$ cat src/rtl/ptx_110110_pkg.sv
// Shared types and defaults for the 110110 serial pattern transmitter.
package ptx_pkg;

    typedef enum logic [1:0] {
        IDLE = 2'd0,
        SEND = 2'd1,
        GAP  = 2'd2
    } ptx_state_t;

    localparam logic [5:0]  PTX_PATTERN_DEF = 6'b110110;
    localparam int unsigned PTX_PAT_W_DEF   = 6;

endpackage

$ cat src/rtl/ptx_110110_dcnt.sv
// Loadable, non-wrapping down-counter with zero/one flags.
module ptx_dcnt #(
    parameter int unsigned W = 4
) (
    input  logic         clk,
    input  logic         rst_n,
    input  logic         load,
    input  logic         en,
    input  logic [W-1:0] load_val,
    output logic [W-1:0] cnt,
    output logic         is_zero_c,
    output logic         is_one_c
);

    // Load wins over enable; the count saturates at zero.
    always_ff @(posedge clk or negedge rst_n) begin
        if (!rst_n) begin
            cnt <= '0;
        end else if (load) begin
            cnt <= load_val;
        end else if (en && (cnt != '0)) begin
            cnt <= cnt - W'(1);
        end
    end

    assign is_zero_c = (cnt == '0);
    assign is_one_c  = (cnt == W'(1));

endmodule

$ cat src/rtl/ptx_110110.sv
// Serial transmitter: sends N frames of PATTERN MSB-first with valid/ready and optional gaps.
module ptx_110110
    import ptx_pkg::*;
#(
    parameter int unsigned            PAT_W   = PTX_PAT_W_DEF,
    parameter logic [PAT_W-1:0]       PATTERN = PAT_W'(PTX_PATTERN_DEF),
    parameter int unsigned            CNT_W   = 8,
    parameter int unsigned            GAP_W   = 4
) (
    input  logic             clk_i,
    input  logic             rst_ni,
    input  logic             start_i,
    input  logic [CNT_W-1:0] nframes_i,
    input  logic [GAP_W-1:0] gap_i,
    input  logic             ready_i,
    output logic             data_o,
    output logic             valid_o,
    output logic             busy_o,
    output logic             frame_o,
    output logic             done_o
);

    localparam int unsigned BW = (PAT_W > 1) ? $clog2(PAT_W) : 1;

    ptx_state_t       state, next_state;
    logic [GAP_W-1:0] glat;
    logic             glat_load;

    logic [BW-1:0]    bidx;
    logic             bidx_load, bidx_en, bidx_zero, bidx_one;
    logic [CNT_W-1:0] frem;
    logic             frem_load, frem_en, frem_zero, frem_one;
    logic [GAP_W-1:0] gcnt;
    logic             gcnt_load, gcnt_en, gcnt_zero, gcnt_one;
    logic             frame_d, done_d;
    logic             unused_flags;

    ptx_dcnt #(.W(BW)) u_bidx (
        .clk       (clk_i),
        .rst_n     (rst_ni),
        .load      (bidx_load),
        .en        (bidx_en),
        .load_val  (BW'(PAT_W - 1)),
        .cnt       (bidx),
        .is_zero_c (bidx_zero),
        .is_one_c  (bidx_one)
    );

    ptx_dcnt #(.W(CNT_W)) u_frem (
        .clk       (clk_i),
        .rst_n     (rst_ni),
        .load      (frem_load),
        .en        (frem_en),
        .load_val  (nframes_i),
        .cnt       (frem),
        .is_zero_c (frem_zero),
        .is_one_c  (frem_one)
    );

    ptx_dcnt #(.W(GAP_W)) u_gcnt (
        .clk       (clk_i),
        .rst_n     (rst_ni),
        .load      (gcnt_load),
        .en        (gcnt_en),
        .load_val  (glat),
        .cnt       (gcnt),
        .is_zero_c (gcnt_zero),
        .is_one_c  (gcnt_one)
    );

    assign unused_flags = ^{bidx_one, frem_zero, gcnt_zero, frem, gcnt};

    // Next-state and counter control.
    always_comb begin
        next_state = state;
        bidx_load  = 1'b0;
        bidx_en    = 1'b0;
        frem_load  = 1'b0;
        frem_en    = 1'b0;
        gcnt_load  = 1'b0;
        gcnt_en    = 1'b0;
        glat_load  = 1'b0;
        frame_d    = 1'b0;
        done_d     = 1'b0;
        case (state)
            IDLE: begin
                if (start_i && (nframes_i != '0)) begin
                    next_state = SEND;
                    bidx_load  = 1'b1;
                    frem_load  = 1'b1;
                    glat_load  = 1'b1;
                end
            end
            SEND: begin
                if (ready_i) begin
                    if (!bidx_zero) begin
                        bidx_en = 1'b1;
                    end else begin
                        frame_d = 1'b1;
                        frem_en = 1'b1;
                        if (frem_one) begin
                            next_state = IDLE;
                            done_d     = 1'b1;
                        end else if (glat == '0) begin
                            bidx_load = 1'b1;
                        end else begin
                            gcnt_load  = 1'b1;
                            next_state = GAP;
                        end
                    end
                end
            end
            GAP: begin
                gcnt_en = 1'b1;
                if (gcnt_one) begin
                    bidx_load  = 1'b1;
                    next_state = SEND;
                end
            end
            default: next_state = IDLE;
        endcase
    end

    // State and registered outputs, all derived from the next state.
    always_ff @(posedge clk_i or negedge rst_ni) begin
        if (!rst_ni) begin
            state   <= IDLE;
            glat    <= '0;
            valid_o <= 1'b0;
            busy_o  <= 1'b0;
            frame_o <= 1'b0;
            done_o  <= 1'b0;
        end else begin
            state   <= next_state;
            if (glat_load) begin
                glat <= gap_i;
            end
            valid_o <= (next_state == SEND);
            busy_o  <= (next_state != IDLE);
            frame_o <= frame_d;
            done_o  <= done_d;
        end
    end

    assign data_o = (state == SEND) ? PATTERN[bidx] : 1'b0;

endmodule

$ cat config.mk
export PLATFORM = sky130hd
export DESIGN_NAME = ptx_110110
export DESIGN_NICKNAME = d
export VERILOG_FILES = /design/src/rtl/ptx_110110_pkg.sv /design/src/rtl/ptx_110110_dcnt.sv /design/src/rtl/ptx_110110.sv
export SDC_FILE = /design/constraint.sdc
export NUM_CORES = 1
export LEC_CHECK = 0
export ABC_CLOCK_PERIOD_IN_PS = 2600
export BUFFER_PORTS_ARGS = -buffer_cell sky130_fd_sc_hd__clkbuf_2
export CAP_MARGIN = 15
export CORE_MARGIN = 2
export CORE_UTILIZATION = 30
export CTS_CLUSTER_DIAMETER = 200
export CTS_CLUSTER_SIZE = 20
export DETAILED_ROUTE_END_ITERATION = 12
export PLACE_DENSITY = 0.51
export SKIP_CTS_REPAIR_TIMING = 1
export SLEW_MARGIN = 25
export SYNTH_ARGS = -nofsm -noshare
export SYNTH_HDL_FRONTEND = slang
export SYNTH_HIERARCHICAL = 1
export SYNTH_SLANG_ARGS = --single-unit
$ cat constraint.sdc
create_clock -name clk_i -period 2.6 [get_ports clk_i]
set_input_delay 0.52 -clock clk_i [delete_from_list [all_inputs] [get_ports clk_i]]
set_output_delay 0.52 -clock clk_i [all_outputs]
set_load 0.005 [all_outputs]
==> flow_summary.json, run 1 <==
{
  "status": "finished clean",
  "final_core_util_pct": 35.3,
  "place_inst": 251,
  "fin_crit_ps": 2240,
  "crit_end": "u_bidx/cnt[1]$_DFFE_PN0P_",
  "die_w_um": 75.5,
  "max_freq_mhz": 447,
  "clock-sinks": 25,
  "rsz0062_at_grt": "no",
  "end_kind": "register",
  "fillCellCount": 550,
  "num_rows": 26,
  "worstPathRequired_ps": 2800,
  "multi_input_area_um2": 833,
  "gr-usage-all-layers_pct": 13.5,
  "wire_per_inst_um": 13.2,
  "drtAntennaViolNets": 0,
  "start_kind": "register",
  "synth_cells": 160,
  "slew_viol_final": 0,
  "pin_count": 21,
  "antenna_found_initial": 0,
  "vias": 1295,
  "fin_skew_ps": 7.54,
  "final_cells": 255,
  "grt_overflow": 0,
  "r2r_slack_ps": 360,
  "path_clk_slew_ps": 90,
  "area_growth_pct": 15.4,
  "ff2ff_path_depth": 7,
  "vdd_ir_drop_max_mv": 0.341,
  "total_power_mw": 1.78,
  "cp_max_fo": 9,
  "drc": 0,
  "tightest_slew_ps": 636,
  "worstReg2RegEnd": "u_bidx/cnt[1]$_DFFE_PN0P_",
  "cp-startpoint": "u_frem/cnt[2]$_DFFE_PN0P_",
  "max_slew_margin_pct": 57.2,
  "diodes": 0,
  "clk_latency_ps": 270,
  "coreArea_um2": 5010,
  "dpl.hpwl_um": 2570,
  "htreeDepth": 1,
  "initial_core_util_pct": 30.6,
  "setup.worst_path.class": "register to register",
  "place.gp.congestion": 0.759,
  "p_leak_nw": 0.779,
  "maxCapViolCount": 0,
  "postSynthAreaPerCell_um2": 9.59,
  "fin_tns_setup_ps": 0,
  "portBuffers": 20,
  "grt_start_max_net_pins": 26,
  "dieArea_um2": 5700,
  "hold_class": "input pin to asynchronous set/reset pin",
  "finalHoldViolations": 0,
  "first_iter_violations": 80,
  "drt-pass1-iter-count": 4,
  "drive_gt1_share_pct": 21.6,
  "clock_path_buffers": 2,
  "syn-cell-area_um2": 1530,
  "worstPathArrival_ps": 2430,
  "r2r_start": "u_frem/cnt[2]$_DFFE_PN0P_",
  "timing.final.crit_share_pct": 86.1,
  "power.density_nw_per_um2": 1010,
  "nNetsFinal": 209,
  "cts_buffers": 3,
  "ys_warn_count": 6,
  "seq_area_um2": 626,
  "vias_per_cell": 5.08,
  "grt_pass1_wl_um": 5870,
  "grt_pass1_vias": 1234,
  "wl_um": 3380,
  "cts_tree": "done",
  "die_y_um": 75.5,
  "setup_viol": 0,
  "cts-root-buf": "clkbuf_8"
}
report_power, final:
group          internal, mW  total [mW]  switching, mW
combinational         0.389       0.795          0.406
sequential            0.562       0.751          0.189
clock                 0.110       0.237          0.127
total                  1.06        1.78          0.721
metal layers:
layer	vias up	part of all wire, %	GRT usage [%]
met5	-	0	0
met4	0	0.24	2.34
met3	2	4.8	2.91
met2	30	49	23.3
met1	618	46	17.5
li1	645	-	-
worst min path at each step:
stage,start,endpoint,slack [ps],cells after the start
floorplan,rst_ni,busy_o$_DFF_PN0_,220,0
global placement,glat[2]$_DFFE_PN0P_,u_gcnt/cnt[2]$_DFFE_PN0P_,510,2
detailed placement,glat[1]$_DFFE_PN0P_,glat[1]$_DFFE_PN0P_,540,1
CTS,rst_ni,u_frem/cnt[3]$_DFFE_PN0P_,280,1
global route,rst_ni,u_frem/cnt[3]$_DFFE_PN0P_,290,1
finish,rst_ni,u_frem/cnt[3]$_DFFE_PN0P_,250,1
flip-flops by register name, indices dropped and copies added (netlist names):
register,cells
busy_o,1
done_o,1
frame_o,1
glat,4
state,2
u_bidx/cnt,3
u_frem/cnt,8
u_gcnt/cnt,4
valid_o,1
cell type report:
cell class,instances,share of cell area [%]
multi-input combinational,119,47.1
sequential,25,35.3
timing repair buffer,24,7.35
tap,70,4.95
inverter,13,2.76
clock buffer,4,2.54
worst max-delay path: stages, from the launching register on:
cell	delay, ps
dfrtp_1	470
or4_4	610
nor4b_1	270
buf_4	180
o311ai_0	140
buf_4	190
a31o_1	180
o21ai_1	120
stage by stage:
step / hold slack (ps) / instance area, um2 / setup WS [ps]
5_1_grt: 293 / 1770 / 131
3_5_place_dp: 536 / 1730 / 275
3_3_place_gp: 514 / 1730 / 226
6_report: 253 / 1770 / 362
4_1_cts: 283 / 1770 / 344
2_1_floorplan: 224 / 1540 / 251
placed cells by master, fill, tap and decap left out, types with 3 or more instances in the layout:
master,n
a21oi_1,7
a31oi_1,5
and2_1,3
buf_4,4
clkbuf_2,20
clkbuf_8,3
conb_1,3
dfrtp_1,25
ha_1,7
inv_1,12
mux2_2,4
nand2_1,12
nand3_1,4
nor2_1,11
nor3b_1,6
nor4_1,4
o2111ai_1,3
o21ai_0,6
or3b_2,3
No activity file was read; power rests on OpenSTA's default activity.
==> run 2: changes to the inputs <==
==> constraint.sdc (replaced) <==
create_clock -name clk_i -period 2.6 [get_ports clk_i]
set_input_delay 0.26 -clock clk_i [delete_from_list [all_inputs] [get_ports clk_i]]
set_output_delay 0.26 -clock clk_i [all_outputs]
set_load 0.005 [all_outputs]
==> run 2 against run 1 <==
Net effect: the run now ends with negative hold slack left; via count shrank 1.2%; sequential power barely moved; global-route usage rose by 0.083 points; critical endpoint unchanged; largest cell class unchanged; largest power group unchanged; highest routed layer unchanged.
==> flow_summary.json, run 2 (synthesized netlist as in run 1, its figures left out) <==
{
  "status": "finished, violations left",
  "violations": "negative hold slack",
  "pin_count": 21,
  "r2r_start": "u_frem/cnt[2]$_DFFE_PN0P_",
  "grt_pass1_vias": 1289,
  "tightest_slew_ps": 667,
  "first_iter_violations": 79,
  "maxCapViolCount": 0,
  "worstPathRequired_ps": 2810,
  "timing.final.crit_share_pct": 87.8,
  "finalHoldViolations": 25,
  "whs_ps": -7.70,
  "setup.worst_path.class": "register to register",
  "worstReg2RegEnd": "u_bidx/cnt[1]$_DFFE_PN0P_",
  "final_common_cell": "dfrtp_1",
  "nNetsFinal": 209,
  "cts_buffers": 3,
  "cp-startpoint": "u_frem/cnt[2]$_DFFE_PN0P_",
  "top_regs": "u_frem/cnt (8), glat (4), u_gcnt/cnt (4)",
  "die_y_um": 75.5,
  "dpl.hpwl_um": 2610,
  "rsz0062_at_grt": "no",
  "seq_area_um2": 626,
  "grt_start_max_net_pins": 26,
  "end_kind": "register",
  "wl_um": 3450,
  "dieArea_um2": 5700,
  "vias": 1280,
  "gr-usage-all-layers_pct": 13.5,
  "start_kind": "register",
  "coreArea_um2": 5010,
  "drive_gt1_share_pct": 22.2,
  "ff2ff_path_depth": 7,
  "antenna_found_initial": 0,
  "largest_reg_flops": 8,
  "slew_viol_final": 0,
  "multi_input_area_um2": 833,
  "place.gp.congestion": 0.795,
  "wire_per_inst_um": 13.5,
  "area_growth_pct": 15.7,
  "grt_overflow": 0,
  "setup_viol": 0,
  "htreeDepth": 1,
  "clk_latency_ps": 270,
  "max_slew_margin_pct": 55.5,
  "clock-sinks": 25,
  "path_clk_slew_ps": 100,
  "die_w_um": 75.5,
  "regMostFlops": "u_frem/cnt",
  "fin_crit_ps": 2280,
  "r2r_slack_ps": 320,
  "drtAntennaViolNets": 0,
  "max_freq_mhz": 438,
  "fin_skew_ps": 1.37,
  "cts-root-buf": "clkbuf_8",
  "fin_tns_setup_ps": 0,
  "drc": 0,
  "vdd_ir_drop_max_mv": 0.417,
  "initial_core_util_pct": 30.6,
  "worstPathArrival_ps": 2490,
  "power.density_nw_per_um2": 1010,
  "p_leak_nw": 0.778,
  "clock_path_buffers": 2,
  "vias_per_cell": 5.02,
  "total_power_mw": 1.79,
  "portBuffers": 20,
  "num_rows": 26,
  "layout_common_cells": "dfrtp_1 (25), clkbuf_2 (20), nand2_1 (12), inv_1 (12), nor2_1 (11)",
  "hold_class": "input pin to asynchronous set/reset pin",
  "cts_tree": "done",
  "grt_pass1_wl_um": 5910,
  "diodes": 0,
  "fillCellCount": 554,
  "cp_max_fo": 9,
  "drt-pass1-iter-count": 4
}
run 2: layout make-up:
type | count | area share, %
multi-input cells | 119 | 47.0
flip-flops and latches | 25 | 35.3
repair buffers | 24 | 7.33
well taps | 70 | 4.94
inverters | 13 | 2.75
clock buffers | 3 | 2.33
clock inverters | 1 | 0.423
run 2: routing by layer:
metal	global-route usage [%]	share of wire (%)
met5	0	0
met4	4.68	1.2
met3	3.04	4.3
met2	23.2	49
met1	16.8	46
run 2: worst max path at each step:
| stage | to | slack (ps) | cells after the start |
|---|---|---|---|
| after floorplan | u_bidx/cnt[1]$_DFFE_PN0P_ | 250 | 7 |
| after global placement | u_gcnt/cnt[1]$_DFFE_PN0P_ | 410 | 9 |
| after detailed placement | u_bidx/cnt[1]$_DFFE_PN0P_ | 370 | 7 |
| after CTS | u_bidx/cnt[1]$_DFFE_PN0P_ | 340 | 7 |
| after global routing | u_gcnt/cnt[0]$_DFFE_PN0P_ | 160 | 9 |
| final | u_bidx/cnt[1]$_DFFE_PN0P_ | 320 | 7 |
run 2: through the flow:
| stage | instances | hold WS [ps] | util, % | worst slack [ps] | area (um2) |
|---|---|---|---|---|---|
| 6_report | 255 | -7.70 | 35.4 | 318 | 1770 |
| 4_1_cts | 255 | 20.1 | 35.4 | 336 | 1770 |
| 3_3_place_gp | 251 | 331 | 34.4 | 415 | 1730 |
| 5_1_grt | 255 | 45.4 | 35.4 | 155 | 1770 |
| 2_1_floorplan | 161 | -35.6 | - | 251 | 1540 |
| 3_5_place_dp | 251 | 329 | 34.4 | 366 | 1730 |
run 2: critical path, stage by stage (launching register included):
cell      delay (ps)
dfrtp_1          460
or4_4            600
nor4b_1          350
buf_4            190
o311ai_0         130
buf_4            190
a31o_1           190
o21ai_1          100
run 2: power breakdown:
group	total [mW]	internal, mW	switching [mW]	leakage (nW)
Sequential	0.751	0.562	0.189	0.297
Clock	0.246	0.109	0.137	0.0217
Combinational	0.789	0.388	0.401	0.459
